## config.mk

```make
export PLATFORM = sky130hd
export DESIGN_NAME = pc_salto_ras
export DESIGN_NICKNAME = d
export VERILOG_FILES = /design/src/rtl/pc_pkg.sv /design/src/rtl/ras_circ.sv /design/src/rtl/pc_salto_ras.sv
export SDC_FILE = /design/constraint.sdc
export NUM_CORES = 1
export LEC_CHECK = 0
export BUFFER_PORTS_ARGS = -buffer_cell sky130_fd_sc_hd__buf_2
export CORE_MARGIN = 8
export CORE_UTILIZATION = 40
export CTS_BUF_LIST = sky130_fd_sc_hd__clkbuf_8
export CTS_CLUSTER_DIAMETER = 100
export DETAILED_ROUTE_END_ITERATION = 10
export PLACE_DENSITY_LB_ADDON = 0.08
export SYNTH_ARGS = -nofsm -noshare
export SYNTH_HDL_FRONTEND = slang
export SYNTH_SLANG_ARGS = --single-unit
```

## constraint.sdc

```tcl
create_clock -name clk -period 15.33 [get_ports clk]
set_clock_uncertainty 0.05 [all_clocks]
set_input_delay 0.7665 -clock clk [delete_from_list [all_inputs] [get_ports clk]]
set_output_delay 0.7665 -clock clk [all_outputs]
set_load 0.05 [all_outputs]
```

## src/rtl/pc_pkg.sv

```systemverilog
// Shared constants for the fetch-stage program counter.
package pc_pkg;

  // Next-PC source select, lowest to highest priority
  typedef enum logic [2:0] {
    SRC_SEQ = 3'd0,
    SRC_BR  = 3'd1,
    SRC_J   = 3'd2,
    SRC_JR  = 3'd3,
    SRC_RET = 3'd4
  } pc_src_e;

  localparam int DEF_WIDTH = 32;
  localparam int DEF_INC   = 4;
  localparam int DEF_SHIFT = 2;

endpackage

```

## src/rtl/ras_circ.sv

```systemverilog
// Circular return-address stack: pushing while full overwrites the oldest entry.
module ras_circ #(
  parameter int WIDTH     = 32,
  parameter int RAS_DEPTH = 4
) (
  input  logic             clk,
  input  logic             rst,
  input  logic             push,
  input  logic             pop,
  input  logic [WIDTH-1:0] din,
  output logic [WIDTH-1:0] top,
  output logic             vacia,
  output logic             llena
);

  localparam int PW = $clog2(RAS_DEPTH);
  localparam int CW = PW + 1;

  logic [RAS_DEPTH-1:0][WIDTH-1:0] mem_q;
  logic [PW-1:0]                   ptr_q;
  logic [PW-1:0]                   ptr_up;
  logic [CW-1:0]                   cnt_q;

  // ptr_q points at the current top; a push writes one slot above it
  assign ptr_up = ptr_q + PW'(1);
  assign top    = mem_q[ptr_q];
  assign vacia  = (cnt_q == '0);
  assign llena  = (cnt_q == CW'(RAS_DEPTH));

  // Pointer, saturating count and storage; push has priority over pop
  always_ff @(posedge clk or posedge rst) begin
    if (rst) begin
      mem_q <= '0;
      ptr_q <= '0;
      cnt_q <= '0;
    end else if (push) begin
      mem_q[ptr_up] <= din;
      ptr_q         <= ptr_up;
      if (!llena) cnt_q <= cnt_q + CW'(1);
    end else if (pop && !vacia) begin
      ptr_q <= ptr_q - PW'(1);
      cnt_q <= cnt_q - CW'(1);
    end
  end

endmodule

```

## src/rtl/pc_salto_ras.sv

```systemverilog
// Fetch program counter with branches, jumps, stall and a return-address stack.
module pc_salto_ras
  import pc_pkg::*;
#(
  parameter int                 WIDTH        = DEF_WIDTH,
  parameter logic [WIDTH-1:0]   RESET_VECTOR = '0,
  parameter int                 INC          = DEF_INC,
  parameter int                 SHIFT        = DEF_SHIFT,
  parameter int                 RAS_DEPTH    = 4
) (
  input  logic             clk,
  input  logic             reset,
  input  logic             stall,
  input  logic             SaltoCond,
  input  logic             SaltoNeg,
  input  logic             oZero,
  input  logic [WIDTH-1:0] extSigno,
  input  logic             SaltoIncond,
  input  logic [25:0]      indiceSalto,
  input  logic             SaltoReg,
  input  logic [WIDTH-1:0] regDir,
  input  logic             Llamada,
  input  logic             Retorno,
  output logic [WIDTH-1:0] direinstru,
  output logic [WIDTH-1:0] pcMas,
  output logic             rasVacia,
  output logic             rasLlena,
  output logic             errAlin,
  output logic             errRas
);

  localparam int               LOW   = 26 + SHIFT;
  localparam int               JW    = WIDTH + LOW;
  localparam logic [WIDTH-1:0] AL_M  = WIDTH'((64'd1 << SHIFT) - 64'd1);

  logic [WIDTH-1:0] pc_q, pc_d, next_pc, jmp_pc, ras_top;
  logic             errAlin_q, errAlin_d, errRas_q, errRas_d;
  logic             ras_push, ras_pop;
  pc_src_e          src;

  assign direinstru = pc_q;
  assign pcMas      = pc_q + WIDTH'(INC);
  assign errAlin    = errAlin_q;
  assign errRas     = errRas_q;

  // Absolute jump target: keep the PC bits above the index field
  if (WIDTH > LOW) begin : g_jmp_hi
    assign jmp_pc = {pcMas[WIDTH-1:LOW], LOW'(LOW'(indiceSalto) << SHIFT)};
  end else begin : g_jmp_trunc
    assign jmp_pc = WIDTH'(JW'(indiceSalto) << SHIFT);
  end

  // Stall freezes the stack; Retorno suppresses any push
  assign ras_push = !stall && Llamada && !Retorno;
  assign ras_pop  = !stall && Retorno && !rasVacia;

  ras_circ #(.WIDTH(WIDTH), .RAS_DEPTH(RAS_DEPTH)) u_ras (
    .clk   (clk),
    .rst   (reset),
    .push  (ras_push),
    .pop   (ras_pop),
    .din   (pcMas),
    .top   (ras_top),
    .vacia (rasVacia),
    .llena (rasLlena)
  );

  // Prioritised next-PC selection and sticky error updates
  always_comb begin
    src = SRC_SEQ;
    if (Retorno)                             src = rasVacia ? SRC_SEQ : SRC_RET;
    else if (SaltoReg)                       src = SRC_JR;
    else if (SaltoIncond)                    src = SRC_J;
    else if (SaltoCond && (oZero ^ SaltoNeg)) src = SRC_BR;

    case (src)
      SRC_RET: next_pc = ras_top;
      SRC_JR:  next_pc = regDir;
      SRC_J:   next_pc = jmp_pc;
      SRC_BR:  next_pc = pcMas + (extSigno << SHIFT);
      default: next_pc = pcMas;
    endcase

    pc_d      = stall ? pc_q : next_pc;
    errAlin_d = errAlin_q | (!stall && (src == SRC_JR || src == SRC_RET) &&
                             ((next_pc & AL_M) != '0));
    errRas_d  = errRas_q | (!stall && Retorno && rasVacia);
  end

  // PC and error flag registers
  always_ff @(posedge clk or posedge reset) begin
    if (reset) begin
      pc_q      <= RESET_VECTOR;
      errAlin_q <= 1'b0;
      errRas_q  <= 1'b0;
    end else begin
      pc_q      <= pc_d;
      errAlin_q <= errAlin_d;
      errRas_q  <= errRas_d;
    end
  end

endmodule

```

==> results of run 1 <==
[critical path: cells and delay by family (launching register included)]
kind	cells	cell delay, ns
buffers and inverters	1	0.19
AOI/OAI and AO/OA	7	1.65
xor gates and xnor gates	2	0.90
adders and majority gates	1	0.27
and+or+nand+nor	3	0.78
DFF	1	0.46
[metal layers]
layer  wire length [um]  share of wire [%]  up-vias
li1                   -                  -     4221
met1              15500                 48     4242
met2              14340                 44      270
met3               2095                6.5       18
met4                281               0.87        0
met5                  0                  0        -
[cell type report]
class / instances / area [um2] / area share, %
inverter: 61 / 234.0 / 2.000
multi-input combinational: 800 / 5530 / 47.28
tap: 330 / 412.9 / 3.530
sequential: 167 / 4180 / 35.74
clock buffer: 18 / 247.7 / 2.118
timing repair buffer: 182 / 953.4 / 8.151
clock inverter: 14 / 135.1 / 1.155
antenna: 1 / 2.502 / 0.02139
[report_power, final]
group	total [mW]	switching, mW	internal (mW)
clock	0.313	0.189	0.124
combinational	1.49	0.964	0.531
sequential	0.822	0.174	0.648
total	2.63	1.33	1.30
[sequential cells by signal (all words and copies together) (netlist names)]
register	flops
u_ras.mem_q	128
direinstru	32
u_ras.cnt_q	3
u_ras.ptr_q	2
errAlin	1
errRas	1
[cells in the final DEF (no fill, tap or decap), types with 6 or more instances in the layout]
cell type	Yosys	layout
xor2_1	15	15
clkbuf_8	0	18
xnor2_1	39	39
o221ai_1	6	6
a21o_1	11	11
nor3_1	14	14
ha_1	41	41
a222oi_1	8	8
nand3_1	14	14
a22oi_1	8	8
a221o_1	15	15
buf_2	18	165
dfrtp_1	167	166
mux4_2	32	32
o21a_1	11	11
nand2_1	89	88
a21oi_1	162	162
o21ai_0	88	88
inv_1	61	60
nand4_1	12	12
a31oi_1	9	9
buf_4	2	17
mux2_2	14	14
nor2_1	115	115
[cell families after synthesis]
family,synth area share (%)
buffers and inverters,5.140
xor gates and xnor gates,4.895
DFF,40.88
muxes,8.885
AOI/OAI and AO/OA,21.59
and+or+nand+nor,13.21
adders and majority gates,5.409
[path summary, 6_finish.rpt]
| kind | startpoint | end | slack, ns | cells past startpoint |
|---|---|---|---|---|
| setup / recovery | direinstru[4]$_DFFE_PP0N_ | direinstru[31]$_DFFE_PP0N_ | 10.91 | 14 |
| hold / removal | reset | errRas$_DFF_PP0_ | 0.36 | 2 |
| setup reg to reg | direinstru[4]$_DFFE_PP0N_ | direinstru[31]$_DFFE_PP0N_ | 10.91 | 14 |
| hold reg to reg | u_ras.mem_q[102]$_DFFE_PP0P_ | u_ras.mem_q[102]$_DFFE_PP0P_ | 0.43 | 2 |
| max in group asynchronous | reset | direinstru[28]$_DFFE_PP0N_ | 13.78 | 3 |
| min in group clk | u_ras.mem_q[102]$_DFFE_PP0P_ | u_ras.mem_q[102]$_DFFE_PP0P_ | 0.43 | 2 |
==> out/results.txt, run 1 <==
Starting density of the core: 40.72%
YS warnings: 0
Fillers: 2508
Post-DP Area: 11310 um2
Yosys top cell by area: dfrtp_1
Final core utilization: 46.58%
Number of global-route vias before repair: 8546
CTS Buf Count: 17
Worst path slowest cell: xnor2_1
Critical Path RT: 15.63 ns
Largest net degree at the start of global routing: 84
Setup ws final: 10.91 ns
Count leader, synth: dfrtp_1
Final worst path period share: 28.86%
GR peak layer: met2
Endpoints failing setup: 0
TritonCTS clock tree: yes
Cell Rows: 58
Placed Cells: 1540
GRT Total Usage: 20.81%
Worst Max-Slew Pin Slew: 0.9056 ns
Final Instance Area: 11700 um2
Critical Path Max Stage Delay: 0.69 ns
Drt pass-1 iters: 7
Clk_lat worst skew: 0.47 ns
Avg Vias per Cell: 5.563
Post-DP HPWL: 23.39 mm
Routed len/inst: 20.48 um
Post-route ant nets: 0
Status: completed
Design Power: 2.630 mW
Yosys reg bits: 167
Max FO, Critical Path: 7
Synth top area share: 40.88%
RePlAce Congestion: 0.8525
Sequential area share after synthesis: 40.88%
DRT iter0 DRCs: 685
Global-route wire length before repair: 50.13 mm
Fmax: 226.0 MHz
Nets: 1372
VDD IR max: 0.09715 mV
Die height: 175.9 um
H-Tree Depth: 4
Longest Clk Path Bufs: 2
Post-synthesis cell type count: 72
Layout area overhead: 14.40%
CTS Sinks: 167
Worst hold margin: 0.3633 ns
Largest cells by area after synthesis: dfrtp_1 41%, a21oi_1 7.9%, mux4_2 7.0%
Clk pin slew, worst setup/hold paths: 0.10 ns
Residual DRC: 0
Top cells by count, synth: 167 x dfrtp_1, 162 x a21oi_1, 115 x nor2_1, 89 x nand2_1, 88 x o21ai_0
Root buffer cell: clkbuf_8
Cells after Synth: 1099
Number of flops mapped to enable cells by yosys: 0
Vias: 8751
Total core area: 25110 um2
Final hold vios: 0
Total grt overflow: 0
Post-Syn Area per Cell: 9.303 um2
Die area: 30930 um2
Crit-path cells: and4_1 -> and3_1 -> nand3_1 -> xnor2_1 -> inv_1 -> ha_1 -> a21oi_1 -> o21ai_0 -> o41ai_1 -> o22ai_1 -> a31oi_1 -> o21ai_0 -> xnor2_1 -> o21ai_1
CTS Hold Buffers Added: 0
Worst hold-check path type: in2async
Worst EP arrival: 4.73 ns
Cell Count, Final, Fillers Out: 1573
Met3 usage: 3.693%
Critical Setup Path Class: reg2reg
Placement Setup Slack: 10.95 ns
Setup crit end kind: flop
RSZ-0062 raised after global routing: false
Cell area after synthesis: 10220 um2
Headroom to the max-slew limit: 39.40%
Pwr Density: 224.8 nW/um2
Final wirelength: 32.22 mm
Port-buffer cells: 165
Final slew viol count: 0
Initial antenna violation count: 1
Final min period: 4.425 ns
Startpoint types: flop
I/O pin count: 168
MaxCap Viol Count: 0
Asr flop ratio synth: 100.0%
M1 GR Usage: 30.64%
Net Count, Synth: 1242
Leak: 5.187 nW
Main flop type after synthesis: dfrtp_1
Post-CTS Setup Inserts: 0
Post-cts sizing count: 0
Layout cell share with drive strength beyond 1: 22.79%
Die width: 175.9 um
Met2 GRT Util: 31.50%
Final setup TNS: 0 ns
(Power assumes the default switching activity.)
==> run 2, diff against run 1 <==
==> constraint.sdc (replaced) <==
create_clock -name clk -period 4.4 [get_ports clk]
set_clock_uncertainty 0.05 [all_clocks]
set_input_delay 0.22 -clock clk [delete_from_list [all_inputs] [get_ports clk]]
set_output_delay 0.22 -clock clk [all_outputs]
set_load 0.05 [all_outputs]
==> run 2 against run 1 <==
Compared with the run above:
- die area unchanged
- via count up 0.86%
- critical path depth down 1
- critical path type unchanged
- global-route usage up 0.39 points
- largest power group unchanged
- combinational power rose to 3.6 times the previous value
- register-to-register slack worse by 11 ns
- cell area up 2.3%
- sequential cell count unchanged
- highest routed layer unchanged
- clock-buffer cell count down 1
==> out/results.txt, run 2 (synthesis gave the netlist of run 1 again) <==
Setup crit start: direinstru[4]$_DFFE_PP0N_
Leak: 5.346 nW (+3.1%)
RePlAce Congestion: 0.8680 (+1.8%)
Reg2reg start: direinstru[4]$_DFFE_PP0N_
Post-CTS Setup Inserts: 0 (unchanged)
I/O pin count: 168 (unchanged)
VDD IR max: 0.3490 mV (+260%)
Final core utilization: 47.67% (+1.1 points)
Critical Setup Path Class: reg2reg
Design Power: 9.418 mW (+260%)
Avg Vias per Cell: 5.513 (-0.91%)
Worst R2R Setup Slack: 0.39 ns (-10.52 ns)
Final hold vios: 0 (unchanged)
MaxCap Viol Count: 0 (unchanged)
Register bank with the most flops: u_ras.mem_q
Critical Path RT: 4.66 ns (-10.97 ns)
Status: completed
H-Tree Depth: 4 (unchanged)
Met2 GRT Util: 32.29% (+0.79 points)
Starting density of the core: 40.72% (unchanged)
Vias: 8826 (+0.86%)
TritonCTS clock tree: yes
Startpoint types: flop
Final wirelength: 32.73 mm (+1.6%)
Multi-input logic area: 5543 um2 (+0.23%)
Fillers: 2486 (-0.88%)
Global-route wire length before repair: 51.14 mm (+2.0%)
Drt pass-1 iters: 7 (unchanged)
GR peak layer: met2
Number of global-route vias before repair: 8682 (+1.6%)
Fmax: 249.4 MHz (+10%)
Worst EP arrival: 4.27 ns (-0.46 ns)
Setup crit end kind: flop
Die width: 175.9 um (unchanged)
DRT iter0 DRCs: 636 (-7.2%)
Headroom to the max-slew limit: 35.22% (-4.2 points)
Worst hold-check path type: in2reg
Die area: 30930 um2 (unchanged)
Commonest non-fill, non-tap cell in the layout: dfrtp_1
Final slew viol count: 0 (unchanged)
Largest net degree at the start of global routing: 94 (+12%)
Max FO, Critical Path: 7 (unchanged)
Total core area: 25110 um2 (unchanged)
CTS Buf Count: 17 (unchanged)
RSZ-0062 raised after global routing: false
Layout cell share with drive strength beyond 1: 24.63% (+1.8 points)
Port-buffer cells: 165 (unchanged)
Routed len/inst: 20.44 um (-0.17%)
GRT Total Usage: 21.20% (+0.39 points)
M1 GR Usage: 30.71% (+0.068 points)
Post-route ant nets: 0 (unchanged)
Worst Max-Slew Pin Slew: 0.9693 ns (+0.06364 ns)
Initial antenna violation count: 0 (-1)
Total grt overflow: 0 (unchanged)
Max reg flops: 128 (unchanged)
Cell Rows: 58 (unchanged)
Pwr Density: 786.8 nW/um2 (+250%)
Root buffer cell: clkbuf_8
CP endpoint: direinstru[23]$_DFFE_PP0N_
Reg2reg path depth: 13 (-1)
Final min period: 4.010 ns (-0.4143 ns)
# diodes: 0 (-1)
RR Endpoint: direinstru[23]$_DFFE_PP0N_
Post-DP HPWL: 24.35 mm (+4.1%)
Setup ws final: 0.3897 ns (-10.52 ns)
Placement Setup Slack: 0.2890 ns (-10.67 ns)
CTS Sinks: 167 (unchanged)
Die height: 175.9 um (unchanged)
Longest Clk Path Bufs: 2 (unchanged)
FF/Latch Area: 4180 um2 (unchanged)
Leading cell types in the layout, fill and taps excluded: 166 x dfrtp_1, 165 x buf_2, 162 x a21oi_1, 115 x nor2_1, 88 x nand2_1
Clk pin slew, worst setup/hold paths: 0.11 ns (about the same)
Final worst path period share: 91.14% (+62 points)
Endpoints failing setup: 0 (unchanged)
Final setup TNS: 0 ns (unchanged)
Clk_lat worst skew: 0.46 ns (about the same)
Residual DRC: 0 (unchanged)
Nets: 1401 (+2.1%)
Layout area overhead: 17.07%
Met3 usage: 4.402% (+0.71 points)
==> run 2: cell types whose count changed in the layout (fill, tap and decap cells not counted), moves of 2 or more <==
cell      before  now
buf_4         17   44
inv_6          4    1
clkinv_4       4    2
inv_8          4    7
==> run 2: final cells by class <==
class / instances / share of cell area, %
clock buffer: 17 / 1.955
sequential: 167 / 34.93
multi-input combinational: 800 / 46.31
clock inverter: 15 / 1.505
tap: 330 / 3.450
inverter: 61 / 1.944
timing repair buffer: 211 / 9.910
==> run 2: worst min path at each step <==
stage                                       startpoint                      endpoint  slack, ns  cells past startpoint
after detailed placement                         reset  u_ras.mem_q[101]$_DFFE_PP0P_       0.40                      2
after floorplan           u_ras.mem_q[100]$_DFFE_PP0P_  u_ras.mem_q[100]$_DFFE_PP0P_       0.39                      2
after CTS                                    regDir[0]     direinstru[0]$_DFFE_PP0N_       0.02                      4
after global routing                         regDir[0]     direinstru[0]$_DFFE_PP0N_       0.04                      4
after global placement                errRas$_DFF_PP0_              errRas$_DFF_PP0_       0.41                      1
final                                        regDir[0]     direinstru[0]$_DFFE_PP0N_       0.05                      4
==> run 2: stage by stage <==
| step | hold slack (ns) | cells | cell area [um2] |
|---|---|---|---|
| floorplan | 0.3948 | 1099 | 10230 |
| global placement | 0.4056 | 1568 | 11530 |
| detailed placement | 0.4040 | 1568 | 11530 |
| CTS | 0.01792 | 1601 | 11960 |
| global route | 0.04390 | 1601 | 11970 |
| finish | 0.04857 | 1601 | 11970 |
==> run 2: repair_timing <==
action / CTS / global route
setup endpoints to repair: 0 / 4
hold buffers: 1 / 0
endpoints found under the hold margin: 38 / 0
gates resized for setup: 0 / 3
==> run 2: where the power goes <==
part / internal, mW / switching (mW)
clock network: 0.485 / 0.666
logic: 1.99 / 3.42
registers: 2.26 / 0.597
==> run 2: metal layers <==
metal  part of all wire, %  up-vias
met5                     0        -
met4                  0.98        0
met3                   6.4       26
met2                    45      259
met1                    48     4263
li1                      -     4278
==> run 2: worst max-delay path: stages (launching register included) <==
cell      delay (ns)
dfrtp_1         0.47
and4_1          0.32
and3_1          0.28
nand3_1         0.20
xnor2_1         0.34
inv_1           0.13
ha_1            0.23
a21oi_1         0.15
o21ai_0         0.15
o41ai_1         0.52
a21bo_2         0.34
a21boi_0        0.22
xor2_1          0.29
o311ai_0        0.16
==> run 3, diff against run 2 <==
--- a/config.mk
+++ b/config.mk
@@ -8,7 +8,7 @@
 export BUFFER_PORTS_ARGS = -buffer_cell sky130_fd_sc_hd__buf_2
 export CORE_MARGIN = 8
 export CORE_UTILIZATION = 40
-export CTS_BUF_LIST = sky130_fd_sc_hd__clkbuf_8
+export CTS_BUF_LIST = sky130_fd_sc_hd__clkbuf_16
 export CTS_CLUSTER_DIAMETER = 100
 export DETAILED_ROUTE_END_ITERATION = 10
 export PLACE_DENSITY_LB_ADDON = 0.08
==> constraint.sdc (replaced) <==
create_clock -name clk -period 3.74 [get_ports clk]
set_clock_uncertainty 0.05 [all_clocks]
set_input_delay 0.187 -clock clk [delete_from_list [all_inputs] [get_ports clk]]
set_output_delay 0.187 -clock clk [all_outputs]
set_load 0.05 [all_outputs]
==> run 3 against run 2 <==
Compared with the run above:
- largest cell class unchanged
- critical path type unchanged
- utilization increased by 1.7 points
- largest power group unchanged
- routed wire length decreased by 0.63%
- critical endpoint is now direinstru[31]$_DFFE_PP0N_
- highest routed layer unchanged
- total power increased by 23%
==> out/results.txt, run 3 (synthesis gave the netlist of run 1 again) <==
Status: completed
CTS Sinks: 167 (unchanged)
Met2 GRT Util: 32.08% (-0.21 points)
Reg2reg start: direinstru[5]$_DFFE_PP0N_
Largest net degree at the start of global routing: 63 (-33%)
Vias: 8961 (+1.5%)
Longest Clk Path Bufs: 2 (unchanged)
Crit path top cell by count: xnor2_1
Avg Vias per Cell: 5.514 (about the same)
Placement Setup Slack: 0.1180 ns (-0.1709 ns)
Pwr Density: 937.3 nW/um2 (+19%)
Clk pin slew, worst setup/hold paths: 0.07 ns (-0.04 ns)
Hold depth: 4 (unchanged)
Leak: 5.532 nW (+3.5%)
GR peak layer: met2
M1 GR Usage: 30.42% (-0.29 points)
I/O pin count: 168 (unchanged)
Max reg flops: 128 (unchanged)
VDD IR max: 0.4167 mV (+19%)
Drt pass-1 iters: 5 (-2)
MaxCap Viol Count: 0 (unchanged)
RR Endpoint: direinstru[31]$_DFFE_PP0N_
Worst hold-check path type: in2reg
DRT iter0 DRCs: 691 (+8.6%)
Headroom to the max-slew limit: 33.67% (-1.6 points)
Met3 usage: 3.908% (-0.49 points)
Worst path slowest cell: dfrtp_2
Cell family with most CP delay: simple AND/OR/NAND/NOR gates
RePlAce Congestion: 0.8529 (-1.7%)
Reg2reg path depth: 14 (+1)
Max FO, Critical Path: 6 (-1)
Die area: 30930 um2 (unchanged)
Residual DRC: 0 (unchanged)
CTS Buf Count: 17 (unchanged)
Register bank with the most flops: u_ras.mem_q
Fmax: 279.6 MHz (+12%)
Layout area overhead: 21.14%
Worst Max-Slew Pin Slew: 0.9950 ns (+0.02569 ns)
Final core utilization: 49.32% (+1.7 points)
Final wirelength: 32.53 mm (-0.63%)
Clk_lat worst skew: 0.42 ns (-0.04 ns)
GRT Total Usage: 20.90% (-0.30 points)
Critical Path RT: 4.00 ns (-0.66 ns)
Nets: 1425 (+1.7%)
Leading cell types in the layout, fill and taps excluded: 165 x buf_2, 161 x a21oi_1, 148 x dfrtp_1, 114 x nor2_1
Cell Rows: 58 (unchanged)
Global-route wire length before repair: 50.47 mm (-1.3%)
Final slew viol count: 0 (unchanged)
Initial antenna violation count: 0 (unchanged)
H-Tree Depth: 4 (unchanged)
Port-buffer cells: 165 (unchanged)
Starting density of the core: 40.72% (unchanged)
Fillers: 2466 (-0.80%)
Post-route ant nets: 0 (unchanged)
Startpoint types: flop
Total grt overflow: 0 (unchanged)
Worst EP arrival: 3.84 ns (-0.43 ns)
Crit-path cells: and4_2 -> nand2_1 -> nor2_1 -> and3_1 -> xnor2_1 -> inv_1 -> ha_1 -> nand4_1 -> or3_1 -> o22ai_1 -> a31oi_1 -> o21ai_0 -> xnor2_1 -> o21ai_1
Hold_sp: regDir[1]
Commonest non-fill, non-tap cell in the layout: buf_2
Final min period: 3.577 ns (-0.4334 ns)
Post-CTS Setup Inserts: 0 (unchanged)
Critical Path Max Stage Delay: 0.42 ns (-0.10 ns)
Critical Setup Path Class: reg2reg
Final hold vios: 0 (unchanged)
Routed len/inst: 20.02 um (-2.1%)
Root buffer cell: clkbuf_16
Layout cell share with drive strength beyond 1: 28.19% (+3.6 points)
RSZ-0062 raised after global routing: false
Number of global-route vias before repair: 8675 (-0.081%)
Total core area: 25110 um2 (unchanged)
Worst Hold End: direinstru[1]$_DFFE_PP0N_
Die width: 175.9 um (unchanged)
TritonCTS clock tree: yes
Die height: 175.9 um (unchanged)
Setup ws final: 0.1631 ns (-0.2266 ns)
Final worst path period share: 95.64% (+4.5 points)
Endpoints failing setup: 0 (unchanged)
# diodes: 0 (unchanged)
Post-DP HPWL: 24.35 mm (about the same)
Setup crit end kind: flop
Worst R2R Setup Slack: 0.16 ns (-0.23 ns)
Number of buffers and inverters on the critical path: 1 (unchanged)
-- run 3: layout make-up --
type / count / area, um2 / share of cell area [%]
clock buffers: 17 / 425.4 / 3.435
clock inverters: 15 / 141.4 / 1.142
inverters: 61 / 232.7 / 1.879
multi-input cells: 800 / 5603 / 45.24
flip-flops and latches: 167 / 4203 / 33.94
well taps: 330 / 412.9 / 3.334
repair buffers: 235 / 1366 / 11.03
-- run 3: power breakdown --
| group | internal [mW] | leakage [nW] | switching, mW |
|---|---|---|---|
| combinational | 2.47 | 3.31 | 4.01 |
| sequential | 2.68 | 1.95 | 0.729 |
| clock | 0.934 | 0.276 | 0.792 |
| total | 6.08 | 5.53 | 5.53 |
-- run 3: stage by stage --
step	setup TNS (ns)	power, mW	instance area, um2	hold WS, ns	std cells
after floorplan	-0.1112	7.851	10260	0.3878	1099
after global placement	0	9.759	11750	0.2974	1592
after detailed placement	0	9.835	11750	0.2977	1592
after CTS	0	11.60	12330	0.04334	1625
after global routing	0	12.40	12380	0.09751	1625
final	0	11.61	12380	0.05994	1625
-- run 3: worst min-delay path, stage by stage --
cell and delay [ns]:
buf_2 0.07, nand2_1 0.04, nand2_1 0.07, mux2_2 0.14
-- run 3: how the worst max path moves through the flow --
| stage | end | cells after the start | startpoint |
|---|---|---|---|
| final | direinstru[31]$_DFFE_PP0N_ | 14 | direinstru[5]$_DFFE_PP0N_ |
| after global routing | direinstru[27]$_DFFE_PP0N_ | 14 | direinstru[2]$_DFFE_PP0N_ |
| after CTS | direinstru[29]$_DFFE_PP0N_ | 14 | direinstru[5]$_DFFE_PP0N_ |
| after detailed placement | direinstru[29]$_DFFE_PP0N_ | 14 | direinstru[4]$_DFFE_PP0N_ |
| after global placement | direinstru[23]$_DFFE_PP0N_ | 13 | direinstru[5]$_DFFE_PP0N_ |
| after floorplan | direinstru[27]$_DFFE_PP0N_ | 14 | direinstru[21]$_DFFE_PP0N_ |
-- run 3: timing repair --
| action | CTS | global route |
|---|---|---|
| resized for setup | 0 | 11 |
| endpoints found under the hold margin | 30 | 0 |
| hold buffers | 1 | 0 |
| setup endpoints to repair | 0 | 9 |
-- run 3: per-layer routing --
metal	share of wire [%]	routed length, um
met4	0.63	206
met3	6.2	2005
met1	48	15510
met2	46	14810
met5	0	0
